--- config.mk ---
export PLATFORM = sky130hd
export DESIGN_NAME = arbiter_wb
export DESIGN_NICKNAME = d
export VERILOG_FILES = /design/src/rtl/arbiter_wb.sv
export SDC_FILE = /design/constraint.sdc
export NUM_CORES = 1
export LEC_CHECK = 0
export ABC_CLOCK_PERIOD_IN_PS = 5070
export CORE_AREA = 10 10 103 105
export DETAILED_ROUTE_END_ITERATION = 8
export DIE_AREA = 0 0 113 115
export GPL_ROUTABILITY_DRIVEN = 1
export PLACE_DENSITY = 0.92
export SLEW_MARGIN = 0
export SYNTH_ARGS = -nofsm -noshare
export SYNTH_HDL_FRONTEND = slang
export SYNTH_SLANG_ARGS = --single-unit
export TNS_END_PERCENT = 20
--- constraint.sdc ---
create_clock -name clk_i -period 5.07 [get_ports clk_i]
set_input_delay 0.507 -clock clk_i [delete_from_list [all_inputs] [get_ports clk_i]]
set_output_delay 0.507 -clock clk_i [all_outputs]
set_load 0.005 [all_outputs]
--- src/rtl/arbiter_wb.sv ---
// Two-master round-robin Wishbone arbiter with a stall watchdog.
// A granted master owns the bus until it drops cyc or its transfer times out.
module arbiter_wb #(
    parameter int WB_DATA_WIDTH  = 32,
    parameter int WB_ADDR_WIDTH  = 32,
    parameter int TIMEOUT_CYCLES = 255
) (
    input  logic                       clk_i,
    input  logic                       rst_i,
    input  logic [2*WB_DATA_WIDTH-1:0] m_dat_i,
    input  logic [1:0]                 m_we_i,
    input  logic [7:0]                 m_sel_i,
    input  logic [2*WB_ADDR_WIDTH-1:0] m_adr_i,
    input  logic [1:0]                 m_cyc_i,
    input  logic [1:0]                 m_stb_i,
    output logic [WB_DATA_WIDTH-1:0]   m_dat_o,
    output logic [1:0]                 m_ack_o,
    output logic [1:0]                 m_err_o,
    output logic [WB_DATA_WIDTH-1:0]   s_dat_o,
    output logic                       s_we_o,
    output logic [3:0]                 s_sel_o,
    output logic [WB_ADDR_WIDTH-1:0]   s_adr_o,
    output logic                       s_cyc_o,
    output logic                       s_stb_o,
    input  logic [WB_DATA_WIDTH-1:0]   s_dat_i,
    input  logic                       s_ack_i,
    output logic [1:0]                 grant_o
);

    typedef enum logic {
        IDLE,
        BUSY
    } state_t;

    localparam logic [15:0] STALL_LIMIT = 16'(TIMEOUT_CYCLES - 1);

    state_t      state;
    state_t      state_next;
    logic [1:0]  grant;
    logic [1:0]  grant_next;
    logic        last_grant;
    logic        last_grant_next;
    logic [15:0] stall_cnt;
    logic [15:0] stall_cnt_next;

    logic                     busy;
    logic                     owner;
    logic                     timeout;
    logic                     own_cyc;
    logic                     own_stb;
    logic                     own_we;
    logic [3:0]               own_sel;
    logic [WB_DATA_WIDTH-1:0] own_dat;
    logic [WB_ADDR_WIDTH-1:0] own_adr;

    assign busy  = (state == BUSY);
    assign owner = grant[1];

    always_comb begin
        own_cyc = owner ? m_cyc_i[1] : m_cyc_i[0];
        own_stb = owner ? m_stb_i[1] : m_stb_i[0];
        own_we  = owner ? m_we_i[1]  : m_we_i[0];
        own_sel = owner ? m_sel_i[7:4] : m_sel_i[3:0];
        own_dat = owner ? m_dat_i[2*WB_DATA_WIDTH-1:WB_DATA_WIDTH] : m_dat_i[WB_DATA_WIDTH-1:0];
        own_adr = owner ? m_adr_i[2*WB_ADDR_WIDTH-1:WB_ADDR_WIDTH] : m_adr_i[WB_ADDR_WIDTH-1:0];
    end

    // An ack arriving on the last allowed stall cycle beats the timeout.
    assign timeout = busy && (stall_cnt == STALL_LIMIT) && !s_ack_i;

    assign s_dat_o = own_dat;
    assign s_sel_o = own_sel;
    assign s_adr_o = own_adr;
    assign s_we_o  = busy & own_we;
    assign s_cyc_o = busy & own_cyc & ~timeout;
    assign s_stb_o = busy & own_stb & ~timeout;
    assign m_ack_o = busy ? (grant & {2{s_ack_i}}) : 2'b00;
    assign m_err_o = timeout ? grant : 2'b00;
    assign m_dat_o = s_dat_i;
    assign grant_o = grant;

    always_ff @(posedge clk_i) begin
        if (rst_i) begin
            state      <= IDLE;
            grant      <= 2'b00;
            last_grant <= 1'b1;
            stall_cnt  <= 16'd0;
        end else begin
            state      <= state_next;
            grant      <= grant_next;
            last_grant <= last_grant_next;
            stall_cnt  <= stall_cnt_next;
        end
    end

    always_comb begin
        state_next      = state;
        grant_next      = grant;
        last_grant_next = last_grant;
        stall_cnt_next  = 16'd0;
        case (state)
            IDLE: begin
                grant_next = 2'b00;
                if (m_cyc_i != 2'b00) begin
                    state_next = BUSY;
                    if (m_cyc_i == 2'b11) begin
                        grant_next = last_grant ? 2'b01 : 2'b10;
                    end else begin
                        grant_next = m_cyc_i;
                    end
                end
            end
            BUSY: begin
                if (!own_cyc || timeout) begin
                    state_next      = IDLE;
                    grant_next      = 2'b00;
                    last_grant_next = owner;
                end else if (s_ack_i) begin
                    stall_cnt_next = 16'd0;
                end else if (s_stb_o && (stall_cnt != 16'hFFFF)) begin
                    stall_cnt_next = stall_cnt + 16'd1;
                end else begin
                    stall_cnt_next = stall_cnt;
                end
            end
            default: begin
                state_next = IDLE;
                grant_next = 2'b00;
            end
        endcase
    end

endmodule
Yosys cells after proc, flatten, opt, wreduce, memory -nomap -nowiden

Cells that the tools add are included.

Input port bits: 177
Output and inout port bits: 109
Register bits: 20

Eq/ne operators: 4
Bitwise operators: 8
Mux-type cells: 16
$add $sub $neg: 1
Reduce and logical (&&, ||, !) cells: 9

Operators by type and width:

| cell                                                   | number |
|---|---|
| 2-to-1 mux 32 bit                                      | 2 |
| adder 16 x 1 -> 16 bit (second input constant)         | 1 |
| == test 16 x 8 -> 1 bit (second input constant)        | 1 |
| inequality test 16 bit (second input constant)         | 1 |
| 2-to-1 mux 2 bit                                       | 6 |
| bitwise AND 1 bit                                      | 5 |
| 2-to-1 mux 1 bit                                       | 5 |
| 2-to-1 mux 4 bit                                       | 1 |
| one-hot mux 2 bit (2 select lines)                     | 1 |
| OR reduction 4 bit                                     | 1 |
| logical AND 1 bit                                      | 3 |
| bitwise AND 2 bit                                      | 1 |
| == test 2 bit (second input constant)                  | 1 |
| logical NOT 1 bit                                      | 2 |
| inequality test 2 x 1 -> 1 bit (second input constant) | 1 |
| NOT 1 bit                                              | 2 |
| one-hot mux 1 bit (2 select lines)                     | 1 |
| AND reduction 2 bit                                    | 1 |
| nonzero test 2 bit                                     | 1 |
| logical OR 1 bit                                       | 1 |

Logic depth before layout (Yosys ltp)

Depth after elaboration: 6
Mapped depth: 9

Least setup slack after synthesis

OpenSTA, ideal clock, no wires.

Kind: register to register
Start: register stall_cnt[8]
End: register last_grant
Period minus slack after synthesis: 1,958 ps
Arrival: 1,838 ps
Stages on the path, launching flop included: 8
Slack: 3,112 ps
Buffers on the path: 2
Path through: dfxtp_1 -> or4_4 -> nor4_4 -> and2_1 -> buf_6 -> buf_12 -> o21ai_2 -> a211o_1

Longest elaborated chain between the ends: 5

RTL lines:

| item                                 | line | source |
|---|---|---|
| from (decl)                          | 43   | `logic [15:0] stall_cnt;` |
| from (signal assigned)               | 92   | `stall_cnt <= stall_cnt_next;` |
| == test 16 x 8 -> 1 bit              | 69   | `assign timeout = busy && (stall_cnt == STALL_LIMIT) && !s_ack_i;` |
| logical AND 1 bit (2 in series)      | 69   |  |
| logical OR 1 bit                     | 114  | `if (!own_cyc \|\| timeout) begin` |
| AND reduction 2 bit (no source line) | --   |  |
| to (signal assigned)                 | 91   | `last_grant <= last_grant_next;` |
| to (decl)                            | 41   | `logic last_grant;` |

Every way passes these cells.
A chain may end at the register's enable or synchronous reset.

Worst setup path in the final report

Start: register grant[1], in the netlist grant_o[1]
End: output port s_dat_o[19]

Longest elaborated chain between the ends: 1

RTL lines:

| item                   | line | source |
|---|---|---|
| from (decl)            | 39   | `logic [1:0] grant;` |
| from (signal assigned) | 90   | `grant <= grant_next;` |
| 2-to-1 mux 32 bit      | 64   | `own_dat = owner ? m_dat_i[2*WB_DATA_WIDTH-1:WB_DATA_WIDTH] : m_dat_i[WB_DATA_WIDTH-1:0];` |
| to (decl)              | 19   | `output logic [WB_DATA_WIDTH-1:0] s_dat_o,` |

Every way passes these cells.

==> results by group <==
CTS
  • CTS Hold Bufs: 0
  • Post-CTS setup buffer count: 0
  • Clock sink count: 20
  • Clock-pin slew on the worst setup and hold paths: roughly 0.080 ns
  • Post-CTS sizing: 0
  • CTS tree: done
  • H-tree Lvls: 1
  • Total CTS buffers: 3
  • CTS max path bufs: 2
  • Worst-skew pair later-pin latency: 0.26 ns
  • Clock Tree Root: clkbuf_8

Timing
  • Setup TNS: 0 ns
  • Max_slew headroom: 0.281
  • Final Hold Viols: 0
  • Worst slew pin tran: around 1.1 ns
  • Unrepaired setup endpoints after global routing: no
  • Worst clock skew: 0.00405 ns
  • Final Cycle Share: 0.640
  • Fmax: between 0.3 and 0.4 GHz
  • Count of final setup violators: 0
  • Slew Viols, Final: 0
  • Min Clock Period, post-route: about 3.2 ns

Hold path
  • Hold depth: 1
  • HP Start: last_grant
  • Hold crit path type: reg -> reg
  • Hold path endpoint: grant_o[1]

Floorplanning
  • Cell Rows: 34
  • Die area: between 0.01 and 0.015 sq mm
  • Starting density of the core: 0.267
  • Io pins: 286
  • Core Area: about 0.0086 sq mm
  • Die height: between 100 and 150 um
  • Die width: ~110 um

Setup path
  • CP Data Required Time: 4.56 ns
  • RR Startpoint: grant_o[1]
  • WS Path Type: reg -> out
  • Worst-path fanout max: 47
  • CP Capture Type: primary output
  • Cells on worst reg2reg path: 5
  • R2R setup slack: ~2.4 ns
  • Worst Setup Start Kind: flop
  • Worst reg2reg endpoint: stall_cnt[11]
  • Crit path DAT: between 2 and 3 ns

Logic synthesis
  • Predominant post-synthesis flop cell: dfxtp_1
  • Post-Syn Area: around 0.0023 sq mm
  • Sequential-to-total area share from yosys stat: 0.175
  • Synthesized area per cell: 8.86 sq um
  • Synth Warn #: 0
  • Area contributors post-synth: mux2_2 (34%), dfxtp_1 (18%), buf_4 (11%), or4_1 (3.6%), o31ai_1 (3.0%)
  • Post-synth ARST share: 0
  • Synthesized Nets: ~440
  • Leading area contributor after synthesis: mux2_2
  • Synthesized instance count: 258
  • #FFs+latches synth: 20
  • EDFF count, synth: 0
  • Synth top area share: 0.340
  • Yosys cell types: 43

Global route
  • Largest net degree at the start of global routing: between 40 and 50
  • GRT Resource Usage Total: 0.176
  • Vias in the first global route: approximately 3,000
  • Global-route wire length before repair: approximately 18,000 um
  • Remaining Overflow, GRT: 0
  • Number of antenna violations at the first check in global routing: 1

Status
  • Status: completed

Layout
  • Area grow syn2layout: 91.0%
  • Final Instance Area: roughly 0.0044 sq mm
  • Multi-input gate area: 0.00153 sq mm
  • # fillers: approximately 760
  • Reg area: between 400 and 500 sq um
  • Non-filler cells, final: roughly 550
  • Nets: between 600 and 700
  • Final core utilization: 0.510
  • Share of layout cells above drive strength 1: 0.192

Pwr
  • LEAKAGE: 1.47 nW
  • Overall Power: around 0.59 mW
  • Maximum vdd ir drop: 51.1 uV
  • Cell Pwr Density: 136 mW/mm^2

Place
  • Placed Cells: roughly 540
  • HPWL after DPL: 10,900 um
  • Placed cell areas: 0.00431 sq mm
  • Final GP Congestion: around 0.9
  • Input/output buffers: approximately 220

Route
  • Detailed Routing Iterations Pass 1: 4
  • Initial detailed-routing violation count: 138
  • Wire per inst: 22.7 um
  • Vias: 2,731
  • Vias/cell: about 5
  • WL final: ~12,000 um
  • # DRC: 0
  • Final ANT Viol Nets: 0

Run
  • Max_cap viols: 0
Yosys cell counts, types with 2 or more instances:
master / instances
clkbuf_1: 10
nor2b_1: 3
mux2_2: 69
nor2_1: 5
buf_2: 2
nand2_1: 9
dfxtp_1: 20
ha_1: 2
and2_1: 5
o21ai_0: 3
and3_1: 3
nor4_1: 3
o31ai_1: 9
nand3_1: 11
a21oi_1: 13
nand4_1: 7
nor3_1: 3
or4_1: 11
buf_4: 32
o21ai_1: 3
inv_1: 5
a21oi_2: 5
or3_1: 5
report_power, final:
part           total, mW  switching [mW]  internal, mW  leakage (nW)
combinational      0.298          0.0794         0.219          1.28
clock              0.123          0.0539        0.0692        0.0288
sequential         0.171          0.0113         0.160         0.162
total              0.592           0.145         0.448          1.47
worst max path at each step:
stage | from | end | slack, ns | cells after the start
2_1_floorplan | stall_cnt[8] | last_grant | 3.11 | 7
3_3_place_gp | grant_o[1] | s_dat_o[19] | 2.15 | 3
3_5_place_dp | grant_o[1] | s_dat_o[19] | 2.10 | 3
4_1_cts | grant_o[1] | s_dat_o[19] | 1.80 | 3
5_1_grt | grant_o[1] | s_dat_o[25] | 1.70 | 3
6_report | grant_o[1] | s_dat_o[19] | 1.82 | 3
area by class of cell:
class | instances | share of cell area
multi-input combinational | 186 | 0.351
clock buffer | 4 | 0.0126
sequential | 20 | 0.0920
antenna | 1 | 0.000573
timing repair buffer | 222 | 0.509
tap | 108 | 0.0310
inverter | 5 | 0.00430
layer usage:
layer	global-route usage	up-vias	part of all wire	wire, um
met2	0.327	147	0.53	6550
met4	0.0398	0	0.020	252
met5	0	-	0	0
met3	0.109	18	0.13	1670
li1	-	1293	-	-
met1	0.159	1273	0.32	3940
through the flow:
stage,hold slack [ns],setup slack [ns]
after floorplan,0.442,3.11
after global placement,0.466,2.15
after detailed placement,0.479,2.10
after CTS,0.491,1.80
after global routing,0.532,1.70
final,0.497,1.82
cells by family (layout without fill, tap and decap cells):
group / Yosys count / count (layout) / synth area share
buffers and inverters: 52 / 231 / 0.154
flip-flops: 20 / 20 / 0.175
AND/OR/NAND/NOR: 71 / 71 / 0.187
adder cells (fa/ha/maj): 2 / 2 / 0.0110
multiplexers: 71 / 71 / 0.349
AO/OA/AOI/OAI: 42 / 42 / 0.123
other: 0 / 1 / 0
placed cells by master (no fill, tap or decap), types with 7 or more instances in the layout:
| cell | Yosys | final |
|---|---|---|
| nand3_1 | 11 | 11 |
| o31ai_1 | 9 | 9 |
| clkdlybuf4s50_1 | 0 | 221 |
| or4_1 | 11 | 11 |
| nand2_1 | 9 | 9 |
| mux2_2 | 69 | 69 |
| dfxtp_1 | 20 | 19 |
| a21oi_1 | 13 | 13 |
| nand4_1 | 7 | 7 |
worst max-delay path: stages (launching register included):
cell	delay [ns]
dfxtp_2	1.05
buf_4	0.53
mux2_2	0.38
clkdlybuf4s50_1	0.49
state kept, by name, indices dropped and copies added, names as in the netlist:
| name | cells |
|---|---|
| busy | 1 |
| grant_o | 2 |
| last_grant | 1 |
| stall_cnt | 16 |
(Power assumes the default switching activity.)
